File: src/rtl/sprite_arb_pkg.sv
// Shared types and default parameter values for the sprite ROM arbiter.
package sprite_arb_pkg;

    typedef enum logic {
        IDLE = 1'b0,
        OWN  = 1'b1
    } arb_state_e;

    localparam int DEF_NUM_REQ   = 4;
    localparam int DEF_ADDR_W    = 12;
    localparam int DEF_DATA_W    = 4;
    localparam int DEF_ROM_LAT   = 1;
    localparam int DEF_MAX_BURST = 8;
    localparam int STAT_W        = 16;

endpackage

File: src/rtl/sprite_rr_pick.sv
// Round-robin picker: returns the first requester found at or after (last_i + 1), wrapping.
module sprite_rr_pick #(
    parameter int NUM_REQ = 4,
    parameter int ID_W    = $clog2(NUM_REQ)
) (
    input  logic [NUM_REQ-1:0] req_i,
    input  logic [ID_W-1:0]    last_i,
    output logic [NUM_REQ-1:0] pick_o,
    output logic               valid_o
);

    logic [ID_W-1:0] idx;

    // NOTE: every always_comb output gets a default first so no path can infer a latch.
    always_comb begin
        pick_o  = '0;
        valid_o = 1'b0;
        idx     = '0;
        for (int k = 1; k <= NUM_REQ; k++) begin
            idx = ID_W'((int'(last_i) + k) % NUM_REQ);
            if (!valid_o && req_i[idx]) begin
                pick_o[idx] = 1'b1;
                valid_o     = 1'b1;
            end
        end
    end

endmodule

File: src/rtl/sprite_rom_arbiter.sv
// Round-robin arbiter sharing one sprite ROM among NUM_REQ readers with burst limiting.
// Defining SPRITE_ARB_STATS_EN adds per-requester saturating grant counters on grant_cnt.
module sprite_rom_arbiter
    import sprite_arb_pkg::*;
#(
    parameter int NUM_REQ   = DEF_NUM_REQ,
    parameter int ADDR_W    = DEF_ADDR_W,
    parameter int DATA_W    = DEF_DATA_W,
    parameter int ROM_LAT   = DEF_ROM_LAT,
    parameter int MAX_BURST = DEF_MAX_BURST
) (
    input  logic                       Clk,
    input  logic                       Reset,
    input  logic [NUM_REQ-1:0]         req,
    input  logic [NUM_REQ*ADDR_W-1:0]  req_addr,
    output logic [NUM_REQ-1:0]         gnt,
    output logic [ADDR_W-1:0]          rom_addr,
    input  logic [DATA_W-1:0]          rom_q,
    output logic                       rsp_valid,
    output logic [$clog2(NUM_REQ)-1:0] rsp_id,
    output logic [DATA_W-1:0]          rsp_data
`ifdef SPRITE_ARB_STATS_EN
    ,
    output logic [NUM_REQ*STAT_W-1:0]  grant_cnt
`endif
);

    localparam int ID_W    = $clog2(NUM_REQ);
    localparam int BURST_W = $clog2(MAX_BURST + 1);
    localparam logic [BURST_W-1:0] BURST_MAX = BURST_W'(MAX_BURST);

    typedef struct packed {
        logic            valid;
        logic [ID_W-1:0] id;
    } rsp_tag_t;

    arb_state_e         state_q, state_d;
    logic [NUM_REQ-1:0] gnt_q, gnt_d;
    logic [ID_W-1:0]    last_q, last_d;
    logic [BURST_W-1:0] burst_q, burst_d;
    logic [ADDR_W-1:0]  rom_addr_q, rom_addr_d;
    rsp_tag_t           pipe_q [ROM_LAT];

    logic [ADDR_W-1:0]  addr_arr [NUM_REQ];
    logic [NUM_REQ-1:0] pick;
    logic               pick_valid;
    logic [ID_W-1:0]    pick_idx;
    logic               others_pending;
    logic               keep;

    for (genvar g = 0; g < NUM_REQ; g++) begin : g_addr
        assign addr_arr[g] = req_addr[g*ADDR_W +: ADDR_W];
    end

    sprite_rr_pick #(
        .NUM_REQ (NUM_REQ),
        .ID_W    (ID_W)
    ) u_pick (
        .req_i   (req),
        .last_i  (last_q),
        .pick_o  (pick),
        .valid_o (pick_valid)
    );

    always_comb begin
        pick_idx = '0;
        for (int i = 0; i < NUM_REQ; i++) begin
            if (pick[i]) pick_idx = ID_W'(i);
        end
    end

    // The owner keeps the ROM until it lets go, or until its burst is spent while someone waits.
    assign others_pending = |(req & ~gnt_q);
    assign keep = (state_q == OWN) && req[last_q] &&
                  !((burst_q == BURST_MAX) && others_pending);

    always_comb begin
        state_d    = state_q;
        gnt_d      = '0;
        last_d     = last_q;
        burst_d    = burst_q;
        rom_addr_d = rom_addr_q;
        if (keep) begin
            gnt_d      = gnt_q;
            rom_addr_d = addr_arr[last_q];
            if (burst_q != BURST_MAX) burst_d = burst_q + BURST_W'(1);
        end else if (pick_valid) begin
            state_d    = OWN;
            gnt_d      = pick;
            last_d     = pick_idx;
            burst_d    = BURST_W'(1);
            rom_addr_d = addr_arr[pick_idx];
        end else begin
            state_d = IDLE;
            burst_d = '0;
        end
    end

    // NOTE: sequential state is written only with non-blocking assignments.
    always_ff @(posedge Clk or posedge Reset) begin
        if (Reset) begin
            state_q    <= IDLE;
            gnt_q      <= '0;
            last_q     <= ID_W'(NUM_REQ - 1);
            burst_q    <= '0;
            rom_addr_q <= '0;
        end else begin
            state_q    <= state_d;
            gnt_q      <= gnt_d;
            last_q     <= last_d;
            burst_q    <= burst_d;
            rom_addr_q <= rom_addr_d;
        end
    end

    // NOTE: the tag pipeline is reset so a reset drops every in-flight response at once.
    always_ff @(posedge Clk or posedge Reset) begin
        if (Reset) begin
            for (int i = 0; i < ROM_LAT; i++) pipe_q[i] <= '0;
        end else begin
            pipe_q[0] <= '{valid: |gnt_q, id: (|gnt_q) ? last_q : '0};
            for (int i = 1; i < ROM_LAT; i++) pipe_q[i] <= pipe_q[i-1];
        end
    end

    assign gnt       = gnt_q;
    assign rom_addr  = rom_addr_q;
    assign rsp_valid = pipe_q[ROM_LAT-1].valid;
    assign rsp_id    = pipe_q[ROM_LAT-1].id;
    assign rsp_data  = pipe_q[ROM_LAT-1].valid ? rom_q : '0;

`ifdef SPRITE_ARB_STATS_EN
    logic [STAT_W-1:0] cnt_q [NUM_REQ];

    always_ff @(posedge Clk or posedge Reset) begin
        if (Reset) begin
            for (int i = 0; i < NUM_REQ; i++) cnt_q[i] <= '0;
        end else begin
            for (int i = 0; i < NUM_REQ; i++) begin
                if (gnt_q[i] && (cnt_q[i] != '1)) cnt_q[i] <= cnt_q[i] + STAT_W'(1);
            end
        end
    end

    for (genvar g = 0; g < NUM_REQ; g++) begin : g_stat
        assign grant_cnt[g*STAT_W +: STAT_W] = cnt_q[g];
    end
`endif

endmodule

File: config.mk
export PLATFORM = sky130hd
export DESIGN_NAME = sprite_rom_arbiter
export DESIGN_NICKNAME = d
export VERILOG_FILES = /design/src/rtl/sprite_arb_pkg.sv /design/src/rtl/sprite_rr_pick.sv /design/src/rtl/sprite_rom_arbiter.sv
export SDC_FILE = /design/constraint.sdc
export NUM_CORES = 1
export LEC_CHECK = 0
export CAP_MARGIN = 20
export CORE_MARGIN = 4
export CORE_UTILIZATION = 43
export DETAILED_ROUTE_END_ITERATION = 8
export GPL_ROUTABILITY_DRIVEN = 0
export GPL_TIMING_DRIVEN = 0
export PLACE_DENSITY_LB_ADDON = 0.08
export SYNTH_ARGS = -nofsm -noshare
export SYNTH_HDL_FRONTEND = slang
export SYNTH_HIERARCHICAL = 1
export SYNTH_SLANG_ARGS = --single-unit
File: constraint.sdc
create_clock -name Clk -period 6.7 [get_ports Clk]
set_clock_uncertainty 0.05 [all_clocks]
set_input_delay 1.34 -clock Clk [delete_from_list [all_inputs] [get_ports Clk]]
set_output_delay 1.34 -clock Clk [all_outputs]
set_load 0.02 [all_outputs]
==> metrics, run 1 <==
crit path from=req[1]; Setup WS pre-CTS=2.15 ns; Power, Total=1.63 mW; Slowest cell on crit path=clkdlybuf4s50_1; Initial DRT Pass Iterations=4; Setup Buffers After CTS=0; I/O pin count=81; worst skew pair latency=0.28 ns; Die ar.=6610 um^2; clk buf depth=2; endpoint class of the critical path=register; Worst-Margin Slew=0.623 ns; Relative slew margins=58.5%; placed instance area=3200 um^2; WS Path Type=input port to register; hold buffer count at CTS=0; Fin Setup TNS=0 ns; CTS Buf Count=3; Root Driver=clkbuf_8; Buffers on Ports=80; most common cell after layout, fill and taps aside=clkdlybuf4s50_1; Hold Path Origin=burst_q[3]; Flop pwr share=18.2%; sequential fraction of the synthesis area=28.2%; largest net degree at the start of global routing=27; Hold Path Stages=2; final slew viol count=0; count of clock tree sinks=26; switch share=42.1%; worst r2r path cells=11; #FFs+latches synth=26; final instance area=3300 um^2; Mapped Cells=216; core area=5170 um^2; pwr dens=495 nW/um^2; Tcrit/Tclk final=63.6%; Total GRT Usage=19.0%; Critical Path Fanout Max=10; Placed Cells=366; initial antenna violation count=0; Yosys top cell area share=26.0%; initial core utilization=44.7%; critical path depth=10; WL final=6.32 mm; worst r2r src=last_q[0]; gr ovfl total=0; CTS tree=yes; crit path time final=4.26 ns; layout cell share with drive strength beyond 1=19.3%; Final HPWL DP=4.69 mm; leading area contributor after synthesis=dfrtp_1; Logic pwr share=73.5%; Area Growth Syn to Fin=42.7%; ANT nets after route=0; drt via density=5.58; Worst path top cell family by delay=buffers and inverters; fillcell total=432; Antenna Cells=0; vias in the first global route=2,086; most area-consuming cells after synthesis=dfrtp_1, mux4_2, mux2_2; total number of vias=2,069; unrepaired setup endpoints after global routing=false; Arr. time, crit path=4.38 ns; Hold Vio Cnt, Final=0; Final WS setup=2.44 ns; status=finished, final reports clean; Peak VDD IR=319 uV; hold crit path type=register to register; synthesized cell area=2310 um^2; Synth Area per Inst=10.7 um^2; Fmax achieved=0.235 GHz; post-synth net total=284; Syn. warnings=6; Switching Power=686 uW; Residual DRC=0; Int Pwr=946 uW; die height=81.3 um; H-tree depth=1; Clk network pwr share=8.2%; CP bufs+invs=2; worst path required time=6.82 ns; row count=26; DRT iter0 DRCs=146; Worst-path clk slew=0.10 ns; Final setup viols=0; Die W=81.3 um; kind of start point of the critical path=input port; max-cap viol count=0; final cell count without fillers=371; drt wl/cell=17.0 um; post-synth cell types=41; CP cell instances=clkdlybuf4s50_1 -> or3b_1 -> a2111o_1 -> nand3_2 -> a221o_1 -> buf_2 -> mux2_2 -> o22ai_1 -> a21oi_1 -> mux2_4; PostCTS Resize Cnt=0; most frequent cells in the layout=clkdlybuf4s50_1, o22ai_1, dfrtp_1; first-pass GRT wire length=9.81 mm; Max stage delay on crit path=0.64 ns; Nets=370; Leak Pwr=1.36 nW
## metrics by stage
| stage | hold WS [ns] | util (%) |
|---|---|---|
| after floorplan | 0.447 | - |
| after global placement | 0.478 | 61.9 |
| after detailed placement | 0.480 | 61.9 |
| after CTS | 0.502 | 63.3 |
| after global routing | 0.526 | 63.8 |
| final | 0.503 | 63.8 |
## worst paths after layout
kind,end,slack [ns]
max,rom_addr[4],2.44
min,burst_q[3],0.50
max reg2reg,rom_addr[4],2.96
min reg2reg,burst_q[3],0.50
max in group asynchronous,last_q[1],4.92
min in group asynchronous,burst_q[2],1.22
## cell usage after synthesis
| cell | number |
|---|---|
| mux2_2 | 17 |
| buf_2 | 6 |
| dfrtp_1 | 24 |
| a2111o_1 | 1 |
| xor2_1 | 1 |
| a221o_1 | 4 |
| dfstp_2 | 2 |
| o21ai_0 | 2 |
| nor2b_1 | 6 |
| o2111ai_1 | 1 |
| nand2_1 | 10 |
| nor2_1 | 3 |
| clkbuf_1 | 5 |
| mux4_1 | 1 |
| or3b_1 | 2 |
| a21oi_1 | 12 |
| o41ai_4 | 1 |
| mux2_4 | 10 |
| a21boi_1 | 1 |
| inv_1 | 17 |
| buf_6 | 2 |
| nor4b_1 | 1 |
| nand2_2 | 1 |
| mux4_2 | 12 |
| nor4_1 | 1 |
| nand3b_1 | 1 |
| a2bb2oi_1 | 1 |
| nand2b_1 | 5 |
| nand3_2 | 1 |
| and3b_1 | 1 |
| nor3_1 | 2 |
| nand3_1 | 1 |
| xnor2_1 | 2 |
| buf_1 | 1 |
| o22ai_1 | 25 |
| o21bai_1 | 1 |
| nand4_1 | 2 |
| ha_1 | 10 |
| and2_1 | 4 |
| buf_4 | 1 |
| mux2i_1 | 15 |
## cell type report
class | instances | area [um^2] | area share [%]
clock inverters | 1 | 30.0 | 0.910
plain buffers | 15 | 82.6 | 2.50
clock buffers | 3 | 41.3 | 1.25
flip-flops and latches | 26 | 653 | 19.8
repair buffers | 81 | 828 | 25.1
well taps | 70 | 87.6 | 2.65
multi-input cells | 158 | 1510 | 45.8
inverters | 17 | 63.8 | 1.93
## flip-flops by register name (all words and copies together) (netlist names)
| register | cells |
|---|---|
| rsp_valid | 1 |
| gnt | 4 |
| burst_q | 4 |
| rom_addr | 12 |
| last_q | 2 |
| rsp_id | 2 |
| state_q | 1 |
## layer usage
metal	global-route usage [%]	up-vias	part of all wire [%]
li1	-	980	-
met1	25.6	1018	45
met2	31.4	63	48
met3	3.99	8	6.2
met4	3.89	0	0.93
met5	0	-	0
## power groups by stage
| stage | Clock, mW | Combinational (mW) | Sequential [mW] |
|---|---|---|---|
| floorplan | 0 | 0.805 | 0.355 |
| global placement | 0 | 1.18 | 0.300 |
| detailed placement | 0 | 1.19 | 0.299 |
| CTS | 0.135 | 1.20 | 0.297 |
| global route | 0.142 | 1.29 | 0.309 |
| finish | 0.135 | 1.20 | 0.297 |
## worst min-delay path, stage by stage, from the launching register on
cell and delay [ns]:
dfrtp_1 0.38, xor2_1 0.07, nor2_1 0.07
## kinds of logic (layout without fill, tap and decap cells)
logic type      Yosys count  count (layout)  synth area share, %
simple gates             41              41                 10.2
flops                    26              26                 28.2
fa+ha+maj                10              10                 5.41
buf+inv                  32             117                 6.33
xor+xnor                  3               3                 1.14
mux                      55              55                 34.1
compound gates           49              49                 14.6
(Power assumes the default switching activity.)
==> inputs of run 2 (changes only) <==
--- a/config.mk
+++ b/config.mk
@@ -7,7 +7,7 @@
 export LEC_CHECK = 0
 export CAP_MARGIN = 20
 export CORE_MARGIN = 4
-export CORE_UTILIZATION = 43
+export CORE_UTILIZATION = 41
 export DETAILED_ROUTE_END_ITERATION = 8
 export GPL_ROUTABILITY_DRIVEN = 0
 export GPL_TIMING_DRIVEN = 0
==> constraint.sdc (replaced) <==
create_clock -name Clk -period 3.5 [get_ports Clk]
set_clock_uncertainty 0.05 [all_clocks]
set_input_delay 0.7 -clock Clk [delete_from_list [all_inputs] [get_ports Clk]]
set_output_delay 0.7 -clock Clk [all_outputs]
set_load 0.02 [all_outputs]
==> metrics, run 2 (same netlist as run 1, synthesis figures left out) <==
Slowest cell on crit path=dfstp_2; Residual DRC=0 (unchanged); Nets=376 (+1.6%); count of clock tree sinks=26 (unchanged); Root Driver=clkbuf_8; ANT nets after route=0 (unchanged); final slew viol count=0 (unchanged); WL final=6.57 mm (+3.9%); Fmax achieved=0.300 GHz; drt via density=5.56 (-0.31%); largest net degree at the start of global routing=27 (unchanged); Die W=83.1 um (+2.2%); Initial DRT Pass Iterations=4 (unchanged); core area=5470 um^2 (+5.8%); CTS Buf Count=3 (unchanged); CP cell instances=buf_6 -> inv_1 -> ha_4 -> mux2_2 -> nand4_1 -> o21ai_1 -> a221o_1 -> or3b_4 -> buf_4 -> o22ai_1 -> a21oi_1 -> mux2_4; Relative slew margins=61.6% (+3.1 points); Power, Total=3.30 mW (+100%); Area Growth Syn to Fin=46.5%; layout cell share with drive strength beyond 1=23.1% (+3.9 points); endpoint class of the critical path=register; WS Path Type=register to register; final cell count without fillers=379 (+2.2%); unrepaired setup endpoints after global routing=false; crit path time final=3.34 ns; Worst path top cell family by delay=compound AO/OA/AOI/OAI gates; final hold slack=0.504 ns (+0.000420 ns); Worst-Margin Slew=0.571 ns (-0.0514 ns); initial core utilization=42.2% (-2.5 points); clk buf depth=2 (unchanged); max-cap viol count=0 (unchanged); initial antenna violation count=0 (unchanged); max reg flops=12 (unchanged); Final HPWL DP=4.75 mm (+1.2%); Critical Path Fanout Max=10 (unchanged); first-pass GRT wire length=10.7 mm (+9.4%); I/O pin count=81 (unchanged); Hold Vio Cnt, Final=0 (unchanged); Buffers on Ports=80 (unchanged); CTS tree=yes; Max stage delay on crit path=0.57 ns (-0.07 ns); Arr. time, crit path=3.46 ns (-0.92 ns); kind of start point of the critical path=register; vias in the first global route=2,100 (+0.67%); Leak Pwr=1.40 nW (+2.6%); worst path required time=3.62 ns (-3.20 ns); most common cell after layout, fill and taps aside=clkdlybuf4s50_1; status=finished, final reports clean; Antenna Cells=0 (unchanged); CP bufs+invs=3 (+1); Final setup viols=0 (unchanged); drt wl/cell=17.3 um (+1.7%); gr ovfl total=0 (unchanged); Die ar.=6900 um^2 (+4.4%); Total GRT Usage=18.9% (-0.071 points); DRT iter0 DRCs=142 (-2.7%); row count=27 (+3.8%); pwr dens=973 nW/um^2 (+97%); Peak VDD IR=495 uV (+55%); worst skew pair latency=0.27 ns (about the same); Tcrit/Tclk final=95.4%; H-tree depth=1 (unchanged); most frequent cells in the layout=clkdlybuf4s50_1, o22ai_1, dfrtp_1; hold buffer count at CTS=0 (unchanged); Worst-path clk slew=0.10 ns (about the same); total number of vias=2,107 (+1.8%); die height=83.1 um (+2.2%); hold crit path type=register to register; Placed Cells=368 (+0.55%)
[run 2: final cells by class]
cell class                 count  area (um^2)
buffer                        14         82.6
inverter                      17         67.6
clock inverter                 1         30.0
tap                           72         90.1
clock buffer                   3         41.3
timing repair buffer          88          893
multi-input combinational    158         1530
sequential                    26          653
fill                         468         2090
[run 2: stage by stage]
stage          setup slack [ns]  util, %  area (um^2)  setup TNS [ns]
2_1_floorplan             0.266        -         2310               0
3_3_place_gp             -0.389     58.5         3200           -3.70
3_5_place_dp             -0.411     58.5         3200           -3.86
4_1_cts                  0.0145     60.1         3290               0
5_1_grt                 0.00436     61.9         3390               0
6_report                  0.163     61.9         3390               0
[run 2: metal layers]
metal	vias to the layer above	track usage, %	wire, um
li1	995	-	-
met1	1032	25.7	2960
met2	73	30.6	3110
met3	7	4.56	422
met4	0	4.01	74
met5	-	0	0
[run 2: where the power goes]
part	switching (mW)	total, mW	internal (mW)
combinational	1.15	2.48	1.33
clock	0.102	0.256	0.153
sequential	0.103	0.562	0.458
total	1.35	3.30	1.95
[run 2: repair_timing]
| item | 4_1_cts | 5_1_grt |
|---|---|---|
| pin swaps | 0 | 2 |
| setup endpoints to repair | 10 | 13 |
| gates resized for setup | 6 | 7 |
| buffers inserted | 1 | 6 |
[run 2: worst min-delay path, cell delays in order, from the launching register on]
cell and delay [ns]:
dfrtp_1 0.37, xor2_1 0.07, nor2_1 0.09
[run 2: path summary, 6_finish.rpt]
check,start,endpoint,slack (ns),cells after the start
worst max-delay path,last_q[1],rom_addr[0],0.16,12
worst max register to register,last_q[1],rom_addr[0],0.16,12
worst min-delay path,burst_q[3],burst_q[3],0.50,2
max in group asynchronous,Reset,last_q[0],2.38,3
worst min register to register,burst_q[3],burst_q[3],0.50,2
min in group asynchronous,Reset,burst_q[2],0.57,2
==> inputs of run 3 (changes only) <==
--- a/config.mk
+++ b/config.mk
@@ -12,6 +12,7 @@
 export GPL_ROUTABILITY_DRIVEN = 0
 export GPL_TIMING_DRIVEN = 0
 export PLACE_DENSITY_LB_ADDON = 0.08
+export SKIP_CTS_REPAIR_TIMING = 1
 export SYNTH_ARGS = -nofsm -noshare
 export SYNTH_HDL_FRONTEND = slang
 export SYNTH_HIERARCHICAL = 1
==> metrics, run 3 (same netlist as run 1, synthesis figures left out) <==
register-to-register setup slack=0.12 ns (-0.05 ns); final hold slack=0.505 ns (+0.000727 ns); Worst-Margin Slew=0.576 ns (+0.00447 ns); Total GRT Usage=18.9% (unchanged); area occupied by multi-input gates=1540 um^2 (+0.74%); gr ovfl total=0 (unchanged); Setup WS pre-CTS=-0.411 ns (unchanged); Tcrit/Tclk final=96.7% (+1.3 points); Fin Setup TNS=0 ns (unchanged); max-cap viol count=0 (unchanged); Critical Path Fanout Max=10 (unchanged); Relative slew margins=61.3% (-0.30 points); Die W=83.1 um (unchanged); WL final=6.66 mm (+1.4%); Root Driver=clkbuf_8; worst r2r path cells=11 (-1); total number of vias=2,119 (+0.57%); endpoint class of the critical path=register; crit path time final=3.38 ns (+0.0468 ns); drt via density=5.55 (-0.22%); Worst-path clk slew=0.10 ns (about the same); row count=27 (unchanged); Slowest cell on crit path=dfstp_2; CTS tree=yes; vias in the first global route=2,084 (-0.76%); count of clock tree sinks=26 (unchanged); Placed Cells=368 (unchanged); Sequential cell area=653 um^2 (unchanged); worst skew pair latency=0.28 ns (about the same); status=finished, final reports clean; largest net degree at the start of global routing=27 (unchanged); r2r endpoint=rom_addr[0]; Hold Vio Cnt, Final=0 (unchanged); clk buf depth=2 (unchanged); Final setup viols=0 (unchanged); worst path required time=3.62 ns (about the same); Antenna Cells=0 (unchanged); Hold Path Stages=2 (unchanged); placed instance area=3200 um^2 (unchanged); die height=83.1 um (unchanged); crit path from=last_q[0]; max reg flops=12 (unchanged); most common cell after layout, fill and taps aside=clkdlybuf4s50_1; Power, Total=3.31 mW (+0.42%); Die ar.=6900 um^2 (unchanged); first-pass GRT wire length=10.7 mm (+0.13%); I/O pin count=81 (unchanged); CP cell instances=clkinvlp_4 -> ha_4 -> mux2i_2 -> mux2_4 -> mux2i_1 -> a221o_1 -> or3b_4 -> clkbuf_4 -> o22ai_1 -> a21oi_1 -> mux2_4; layout cell share with drive strength beyond 1=24.8% (+1.7 points); Area Growth Syn to Fin=47.7%; initial core utilization=42.2% (unchanged); ANT nets after route=0 (unchanged); CP bufs+invs=2 (-1); Final WS setup=0.116 ns (-0.0468 ns); drt wl/cell=17.4 um (+0.63%); final instance area=3420 um^2 (+0.85%); Residual DRC=0 (unchanged); Hold Path Origin=burst_q[3]; Worst path top cell family by delay=multiplexers; final slew viol count=0 (unchanged); Initial DRT Pass Iterations=4 (unchanged); kind of start point of the critical path=register; Peak VDD IR=542 uV (+9.4%); Nets=379 (+0.80%); most frequent cells in the layout=clkdlybuf4s50_1, o22ai_1, dfrtp_1; core area=5470 um^2 (unchanged); H-tree depth=1 (unchanged); Final HPWL DP=4.75 mm (unchanged); Arr. time, crit path=3.50 ns (+0.04 ns); final core occ=62.4% (+0.53 points); final cell count without fillers=382 (+0.79%); Worst Hold End=burst_q[3]; Max stage delay on crit path=0.63 ns (+0.06 ns); Leak Pwr=1.43 nW (+2.6%); Buffers on Ports=80 (unchanged); worst r2r src=last_q[0]; CTS Buf Count=3 (unchanged); fillcell total=467 (-0.21%); DRT iter0 DRCs=110 (-23%); Fmax achieved=0.296 GHz (-1.4%); initial antenna violation count=0 (unchanged); CP dominant cell by count=mux2_4; pwr dens=969 nW/um^2 (-0.43%); hold crit path type=register to register; WS Path Type=register to register
-- run 3: tightest hold or removal path, delay by kind of cell (launching register included) --
family | cells | cell delay, ns
flops | 1 | 0.37
simple gates | 1 | 0.09
xor+xnor | 1 | 0.07
-- run 3: metal layers --
layer	GRT usage [%]	wire [um]	part of all wire, %	vias to the layer above
met5	0	0	0	-
met4	3.57	44	0.66	0
met3	4.46	425	6.4	5
met2	30.8	3160	47	68
met1	25.9	3030	46	1039
li1	-	-	-	1007
-- run 3: how the worst max path moves through the flow --
stage                        endpoint  slack [ns]  cells past startpoint
after floorplan           rom_addr[4]        0.27                     12
after global placement    rom_addr[5]       -0.39                     10
after detailed placement  rom_addr[0]       -0.41                     10
after CTS                 rom_addr[0]       -0.27                     11
after global routing      rom_addr[2]       -0.01                     11
final                     rom_addr[0]        0.12                     11
-- run 3: cell type report --
type	count	share of cell area [%]
clock buffers	3	1.21
well taps	72	2.64
flip-flops and latches	26	19.1
clock inverters	1	0.879
multi-input cells	158	45.1
plain buffers	15	2.64
inverters	17	1.98
repair buffers	90	26.4
-- run 3: report_power, final --
group	switching, mW	internal [mW]
clock network	0.105	0.153
logic	1.16	1.33
registers	0.102	0.458
total	1.37	1.95
